--- config.mk ---
export PLATFORM = sky130hd
export DESIGN_NAME = sha256_seq
export DESIGN_NICKNAME = d
export VERILOG_FILES = /design/src/rtl/sha256_pkg.sv /design/src/rtl/sha256_H_0.sv /design/src/rtl/sha256_seq.sv
export SDC_FILE = /design/constraint.sdc
export NUM_CORES = 1
export LEC_CHECK = 0
export BUFFER_PORTS_ARGS = -buffer_cell sky130_fd_sc_hd__buf_2
export CAP_MARGIN = 20
export CORE_AREA = 8 8 692 694
export DETAILED_ROUTE_END_ITERATION = 10
export DIE_AREA = 0 0 700 702
export GPL_TIMING_DRIVEN = 0
export PLACE_DENSITY = 0.34
export SYNTH_ARGS = -nofsm -noshare
export SYNTH_HDL_FRONTEND = slang
export SYNTH_SLANG_ARGS = --single-unit
--- constraint.sdc ---
create_clock -name clk -period 2.13 [get_ports clk]
set_input_delay 0 -clock clk [delete_from_list [all_inputs] [get_ports clk]]
set_output_delay 0 -clock clk [all_outputs]
set_load 0.02 [all_outputs]
--- src/rtl/sha256_pkg.sv ---
// Shared definitions for the SHA-256 block sequencer: FSM encoding, bus widths, defaults.
package sha256_pkg;

  localparam int BLK_W       = 512;
  localparam int DIG_W       = 256;
  localparam int TIMEOUT_DEF = 128;

  typedef logic [BLK_W-1:0] blk_t;
  typedef logic [DIG_W-1:0] dig_t;

  typedef enum logic [2:0] {
    IDLE  = 3'd0,
    ISSUE = 3'd1,
    WAIT  = 3'd2,
    NEXT  = 3'd3,
    DONE  = 3'd4
  } state_t;

endpackage

--- src/rtl/sha256_H_0.sv ---
// SHA-256 initial chaining value H0; pure constant, no latency, no flow control.
module sha256_H_0
  import sha256_pkg::*;
(
  output dig_t H_0
);

  assign H_0 = 256'h6a09e667_bb67ae85_3c6ef372_a54ff53a_510e527f_9b05688c_1f83d9ab_5be0cd19;

endmodule

--- src/rtl/sha256_seq.sv ---
// Feeds padded blocks through an external SHA-256 core and returns the message digest.
// Per block: 1 accept + 1 issue cycle + core latency; blk_ready only in IDLE/NEXT, digest held until digest_ready.
module sha256_seq
  import sha256_pkg::*;
#(
  parameter int TIMEOUT_CYCLES = TIMEOUT_DEF,
  parameter int CNT_W          = 16
) (
  input  logic             clk,
  input  logic             rst_n,
  input  logic             blk_valid,
  output logic             blk_ready,
  input  logic [BLK_W-1:0] blk_data,
  input  logic             blk_last,
  output logic             digest_valid,
  input  logic             digest_ready,
  output logic [DIG_W-1:0] digest,
  output logic [DIG_W-1:0] core_H_in,
  output logic [BLK_W-1:0] core_M_in,
  output logic             core_input_valid,
  input  logic [DIG_W-1:0] core_H_out,
  input  logic             core_output_valid,
  output logic             busy,
  output logic             timeout_err,
  output logic [CNT_W-1:0] blk_count
);

  localparam int TMR_W = $clog2(TIMEOUT_CYCLES + 1);

  state_t           state, state_nxt;
  dig_t             h0;
  dig_t             h_reg;
  blk_t             m_reg;
  logic             last_reg;
  logic [TMR_W-1:0] timer;
  logic             blk_xfer;
  logic             core_done;
  logic             core_tmo;

  sha256_H_0 u_h0 (.H_0(h0));

  assign blk_ready        = (state == IDLE) || (state == NEXT);
  assign blk_xfer         = blk_valid && blk_ready;
  assign core_done        = (state == WAIT) && core_output_valid;
  // Last WAIT cycle: the core has had TIMEOUT_CYCLES cycles since ISSUE.
  assign core_tmo         = (state == WAIT) && !core_output_valid &&
                            (timer == TMR_W'(TIMEOUT_CYCLES - 1));

  assign core_input_valid = (state == ISSUE);
  assign core_H_in        = h_reg;
  assign core_M_in        = m_reg;
  assign digest_valid     = (state == DONE);
  assign digest           = h_reg;
  assign busy             = (state != IDLE);
  assign timeout_err      = core_tmo;

  always_comb begin
    state_nxt = state;
    case (state)
      IDLE, NEXT: if (blk_xfer) state_nxt = ISSUE;
      ISSUE:      state_nxt = WAIT;
      WAIT: begin
        if (core_done)     state_nxt = last_reg ? DONE : NEXT;
        else if (core_tmo) state_nxt = IDLE;
      end
      DONE:       if (digest_ready) state_nxt = IDLE;
      default:    state_nxt = IDLE;
    endcase
  end

  always_ff @(posedge clk or negedge rst_n) begin
    if (!rst_n) state <= IDLE;
    else        state <= state_nxt;
  end

  always_ff @(posedge clk or negedge rst_n) begin
    if (!rst_n) begin
      h_reg     <= h0;
      m_reg     <= '0;
      last_reg  <= 1'b0;
      timer     <= '0;
      blk_count <= '0;
    end else begin
      if (blk_xfer) begin
        m_reg    <= blk_data;
        last_reg <= blk_last;
        // A new message always restarts the chain from H0.
        if (state == IDLE) begin
          h_reg     <= h0;
          blk_count <= '0;
        end
      end
      if (state == ISSUE)     timer <= '0;
      else if (state == WAIT) timer <= timer + TMR_W'(1);
      if (core_done) begin
        h_reg <= core_H_out;
        if (blk_count != {CNT_W{1'b1}}) blk_count <= blk_count + CNT_W'(1);
      end
    end
  end

endmodule
==> metrics.cfg, run 1 <==
[status]
status = complete, but fails checks
violations = negative hold slack, negative setup slack

[sta]
period_share_pct = 105
setup_viol = 332
timing.fmax_mhz = 449
slew_headroom_pct = 42.8
tightestPinTransition_ns = 0.857
setup_ws_ns = -0.0988
grt_setup_unrepaired = yes
drv_slew = 0
post-route-min-period_ns = 2.23
hold_viol = 263
hold_slack_ns = -0.825
fin_skew_ns = 0.0529

[die]
die_w_um = 700
core_region_area_sq_mm = 0.469
ioPinCount = 1819
rows = 252
die-area_sq_mm = 0.491
die_h_um = 702
initial_core_util_pct = 7.17

[route]
dr.pass1.iters = 5
viasPerCell = 2.84
ant_nets = 0
drtIter0Drc = 2121
num_vias = 33958
wirelength_um = 385000
avgRoutedWirePerCell_um = 32.2
drc = 0

[finish]
layout.nets = 6323
stdcell_area_sq_mm = 0.0715
drive_above_1_share_pct = 55.7
largest_reg_flops = 512
syn_to_final_growth_pct = 113
final_cell_mix = buf_2 (1836), dlygate4sd3_1 (1451), dfrtp_1 (653)
mostFrequentLayoutCell = buf_2

[critical_path]
worst_setup_path_start_kind = flop
crit_arrival_ns = 2.93
end_kind = flop
worstPathRequired_ns = 2.83
worstPathMaxFanout = 10
critPathKind = reg -> reg

[logic_synthesis]
syn-num-nets = 2855
ys_warn_count = 0
synth_edf_count = 0
syn_avg_cell_area_sq_um = 16.2
ys.flop_type = dfrtp_1
async_flop_share_pct = 100
synth_top_family_by_area = multiplexers
netlist_area_sq_mm = 0.0336
yosysSeqAreaShare_pct = 59.8
synth_xor_xnor_area_share_pct = 0.0782
syn-instance-count = 2079
synth_compound_area_share_pct = 7.62
ys_ff_latch = 796
synthSimpleGateAreaFrac_pct = 1.31
synth_fa_ha_area_share_pct = 0.0745
synth.distinct_cells = 53
synth.area.mux_share_pct = 22.7

[power_and_ir_drop]
p_per_area_mw_per_mm2 = 1550
vdd_drop_max_mv = 0.744
p_switching_uw = 52600
leakagePower_uw = 0.0329
combPwrFrac_pct = 55.7
p_seq_share_pct = 25.8
p_int_uw = 58200
switching_share_pct = 47.5
finalPower_uw = 111000
clkPwrFrac_pct = 18.5

[grt]
grtUsageTotal_pct = 15.0
grt_pass1_vias = 36776
antenna_found_initial = 216
overflow = 0
grt_max_degree = 113
grt_first_pass_wirelength_um = 469000

[clock_tree]
clk_pin_slew_ns = 0.06
htree_levels = 3
cts_tree = done
clockBufferDepth = 4
clk_latency_ns = 0.89
postCtsHoldBufs = 1454
clockRootBuffer = clkbuf_16
cts_sinks = 796
cts_inserted_buffers = 116

[min_path]
hp-class = in -> async

[place]
place_area_sq_mm = 0.0507
port_buffers = 1818
hpwl_um = 334000
place_ws_ns = -1.16
gp_congestion = 0.973

[flow_run]
cap_viol_max_count = 0

[cell families (layout without fill, tap and decap cells)]
family	count (synthesis)	in the layout
other	0	81
adders and majority gates	2	2
and+or+nand+nor	76	77
DFF	796	796
AOI/OAI and AO/OA	298	298
muxes	520	520
xor gates and xnor gates	3	3
buffers and inverters	384	3941
[cell type report]
type	count	area (sq um)
inverters	6	30.0
repair buffers	3354	25400
multi-input cells	900	10800
well taps	6223	7790
flip-flops and latches	796	20100
diodes	81	203
clock buffers	164	3380
clock inverters	44	527
plain buffers	373	3250
fillers	52642	397000
[power groups by stage]
stage	logic, uW	registers [uW]	clock network, uW
after floorplan	19500	34300	0
after global placement	57000	28700	0
after detailed placement	57100	28700	0
after CTS	63400	28700	21500
after global routing	65000	29300	21800
final	61700	28600	20500
[routing by layer]
layer | track usage, % | wire length [um] | up-vias
li1 | - | - | 14348
met1 | 15.7 | 137000 | 17313
met2 | 25.3 | 183000 | 1693
met3 | 8.74 | 50500 | 516
met4 | 4.47 | 14100 | 88
met5 | 0 | 571 | -
[worst max-delay path: stages (launching register included)]
cell and delay, ns:
dfrtp_2 0.41, or2_1 0.24, a21o_4 0.27, inv_8 0.09
nand2_8 0.08, buf_12 0.19, buf_16 0.15, buf_16 0.16
buf_12 0.16, mux2_4 0.30
[repair_timing]
action                                 4_1_cts  5_1_grt
setup endpoints to repair                  797      652
gates resized for setup                    188       60
setup buffers                               34       10
cloned                                      26       11
endpoints found under the hold margin     1031      250
pin swaps                                    4        7
[per-stage QoR]
step	hold WS (ns)	instances	util (%)	TNS (ns)
after detailed placement	0.121	10129	10.8	-595.70
after CTS	-0.908	11848	15.1	-54.95
after floorplan	-0.296	2079	-	0
after global routing	-0.828	11890	15.2	-30.16
after global placement	0.231	10120	10.8	-
final	-0.825	11941	15.3	-13.71
[synthesized netlist by cell type, drive strengths merged (3+ instances only)]
| cell type | n | area (sq um) |
|---|---|---|
| dfrtp | 660 | 16500 |
| mux2 | 514 | 7550 |
| buf | 358 | 2750 |
| dfstp | 136 | 3570 |
| o22a | 136 | 1190 |
| a22o | 123 | 1080 |
| clkbuf | 20 | 75.1 |
| nand2 | 19 | 78.8 |
| o21ai | 12 | 63.8 |
| nor2 | 9 | 33.8 |
| nand3 | 8 | 45.0 |
| inv | 6 | 22.5 |
| mux2i | 6 | 60.1 |
| nor3 | 6 | 30.0 |
| nor3b | 6 | 56.3 |
| a211o | 5 | 43.8 |
| and3 | 5 | 31.3 |
| nand4 | 5 | 31.3 |
| a21oi | 3 | 15.0 |
| a31oi | 3 | 18.8 |
| o221ai | 3 | 26.3 |
| o31ai | 3 | 36.3 |
| or3 | 3 | 18.8 |
| xor2 | 3 | 26.3 |
[path summary, 6_finish.rpt]
kind / depth (start not counted) / endpoint / start / slack (ns)
min in group clk: 3 / core_M_in[250]$_DFFE_PN0N_ / blk_data[250] / 0.07
max: 9 / core_M_in[188]$_DFFE_PN0N_ / state[1]$_DFFE_PN0P_ / -0.1
max reg2reg: 9 / core_M_in[188]$_DFFE_PN0N_ / state[1]$_DFFE_PN0P_ / -0.1
max in group asynchronous: 5 / core_H_in[162]$_DFFE_PN0P_ / rst_n / 0.57
min reg2reg: 1 / core_M_in[423]$_DFFE_PN0N_ / core_M_in[423]$_DFFE_PN0N_ / 0.50
min: 1 / core_M_in[42]$_DFFE_PN0N_ / rst_n / -0.82
Power figures use the tool's default switching activity.
==> run 2, diff against run 1 <==
==> constraint.sdc (replaced) <==
create_clock -name clk -period 1.9 [get_ports clk]
set_input_delay 0 -clock clk [delete_from_list [all_inputs] [get_ports clk]]
set_output_delay 0 -clock clk [all_outputs]
set_load 0.02 [all_outputs]
==> run 2 against run 1 <==
Against the previous run: the run still ends with negative hold slack, negative setup slack left; clock-buffer cell count down 2; core utilization fell by 0.30 points; sequential share of layout area increased by 0.56 points; clock skew decreased by 0.0023 ns; non-clock buffer count shrank 83; largest cell class unchanged; highest routed layer unchanged.
==> metrics.cfg, run 2 (same netlist as run 1, synthesis figures left out) <==
[finish]
fin_util_pct = 15.0
largest_reg_flops = 512
drive_above_1_share_pct = 55.9
mostFrequentLayoutCell = buf_2
regArea_sq_mm = 0.0201
final_cell_mix = buf_2 (1835), dlygate4sd3_1 (1393), dfrtp_1 (655)
fillers = 52645
syn_to_final_growth_pct = 109
multiInputGateArea_sq_mm = 0.0108
stdcell_area_sq_mm = 0.0701
layout.nets = 6235

[clock_tree]
htree_levels = 3
clockRootBuffer = clkbuf_16
clockBufferDepth = 4
cts_tree = done
cts_inserted_buffers = 112
postCtsHoldBufs = 1393
clk_pin_slew_ns = 0.07
cts_sinks = 796
clk_latency_ns = 0.84

[sta]
hold_slack_ns = -0.853
hold_viol = 339
grt_setup_unrepaired = yes
slew_headroom_pct = 42.8
tightestPinTransition_ns = 0.863
setup_viol = 682
fin_skew_ns = 0.0506
period_share_pct = 115
setup_ws_ns = -0.276
fin_setup_tns_ns = -124.90
post-route-min-period_ns = 2.18
drv_slew = 0
timing.fmax_mhz = 459

[grt]
antenna_found_initial = 188
grtUsageTotal_pct = 14.4
grt_pass1_vias = 36107
grt_first_pass_wirelength_um = 453000
overflow = 0
grt_max_degree = 113

[place]
place_ws_ns = -1.10
place_area_sq_mm = 0.0507
gp_congestion = 1.05
hpwl_um = 326000
port_buffers = 1818

[critical_path]
critPathKind = reg -> reg
timing.rr.end = core_M_in[230]$_DFFE_PN0N_
reg2reg_depth = 8
worstPathMaxFanout = 10
crit_slowest_cell = dfrtp_2
end_kind = flop
r2r_start = state[1]$_DFFE_PN0P_
worst_setup_path_start_kind = flop
path_buf_inv = 4
worstPathRequired_ns = 2.57
max_stage_delay_ns = 0.42
crit_family = buffers and inverters
worst-path-stages = 8
crit_arrival_ns = 2.85
path_cells = or2_1 > a21o_4 > inv_8 > nand2_8 > buf_12 > buf_12 > buf_12 > mux2_4
cpMostUsedCell = buf_12
reg2reg_slack_ns = -0.28

[power_and_ir_drop]
clkPwrFrac_pct = 18.4
p_int_uw = 63400
p_seq_share_pct = 26.8
vdd_drop_max_mv = 0.864
p_switching_uw = 56200
p_per_area_mw_per_mm2 = 1710
combPwrFrac_pct = 54.7
switching_share_pct = 47.0
leakagePower_uw = 0.0322

[route]
drtIter0Drc = 2365
ant_nets = 0
wirelength_um = 369000
drc = 0
num_vias = 33340
viasPerCell = 2.81
avgRoutedWirePerCell_um = 31.1
dr.pass1.iters = 5

[die]
ioPinCount = 1819
core_region_area_sq_mm = 0.469
initial_core_util_pct = 7.17
die_h_um = 702
die-area_sq_mm = 0.491
die_w_um = 700
rows = 252

[flow_run]
cap_viol_max_count = 0

[status]
status = complete, but fails checks
violations = negative hold slack, negative setup slack

[min_path]
hp-class = in -> async

## run 2: worst max path at each step
stage	from	end	slack (ns)
2_1_floorplan	blk_count[0]$_DFF_PN0_	blk_count[11]$_DFF_PN0_	-0.01
3_3_place_gp	rst_n	blk_count[0]$_DFF_PN0_	-20.10
3_5_place_dp	state[0]$_DFFE_PN0P_	core_M_in[503]$_DFFE_PN0N_	-1.10
4_1_cts	state[1]$_DFFE_PN0P_	core_M_in[268]$_DFFE_PN0N_	-0.34
5_1_grt	state[1]$_DFFE_PN0P_	core_M_in[152]$_DFFE_PN0N_	-0.34
6_report	state[1]$_DFFE_PN0P_	core_M_in[230]$_DFFE_PN0N_	-0.28
## run 2: repair_timing
| item | CTS | global route |
|---|---|---|
| hold endpoints to repair | 1125 | 339 |
| cloned | 11 | 2 |
| pin swaps | 4 | 6 |
| setup buffers | 26 | 11 |
| setup endpoints to repair | 908 | 889 |
| gates resized for setup | 142 | 60 |
## run 2: layout make-up
type                       instances  area share, %
timing repair buffer            3271           34.4
sequential                       796           28.7
multi-input combinational        899           15.5
tap                             6223           11.1
inverter                           6         0.0428
clock inverter                    41          0.634
clock buffer                     162           4.71
antenna                           99          0.353
buffer                           373           4.64
## run 2: power groups by stage
| stage | registers [uW] | logic [uW] | clock network, uW |
|---|---|---|---|
| 3_3_place_gp | 32100 | 61300 | 0 |
| 5_1_grt | 33000 | 68700 | 23600 |
| 3_5_place_dp | 32300 | 61400 | 0 |
| 2_1_floorplan | 38500 | 21900 | 0 |
| 4_1_cts | 32200 | 66800 | 23100 |
| 6_report | 32100 | 65500 | 22000 |
## run 2: stage by stage
stage | cells | hold WS, ns | power, uW
6_report | 11870 | -0.853 | 120000
5_1_grt | 11797 | -0.882 | 125000
4_1_cts | 11759 | -0.948 | 122000
3_5_place_dp | 10130 | 0.0725 | 93700
3_3_place_gp | 10120 | 0.232 | 93400
2_1_floorplan | 2079 | -0.296 | 60400
## run 2: routing by layer
layer	vias to the layer above	global-route usage [%]	share of wire, %
met5	-	0	0.15
met4	86	4.98	4.1
met3	493	8.21	13
met2	1701	23.9	47
met1	16898	15.2	36
li1	14162	-	-
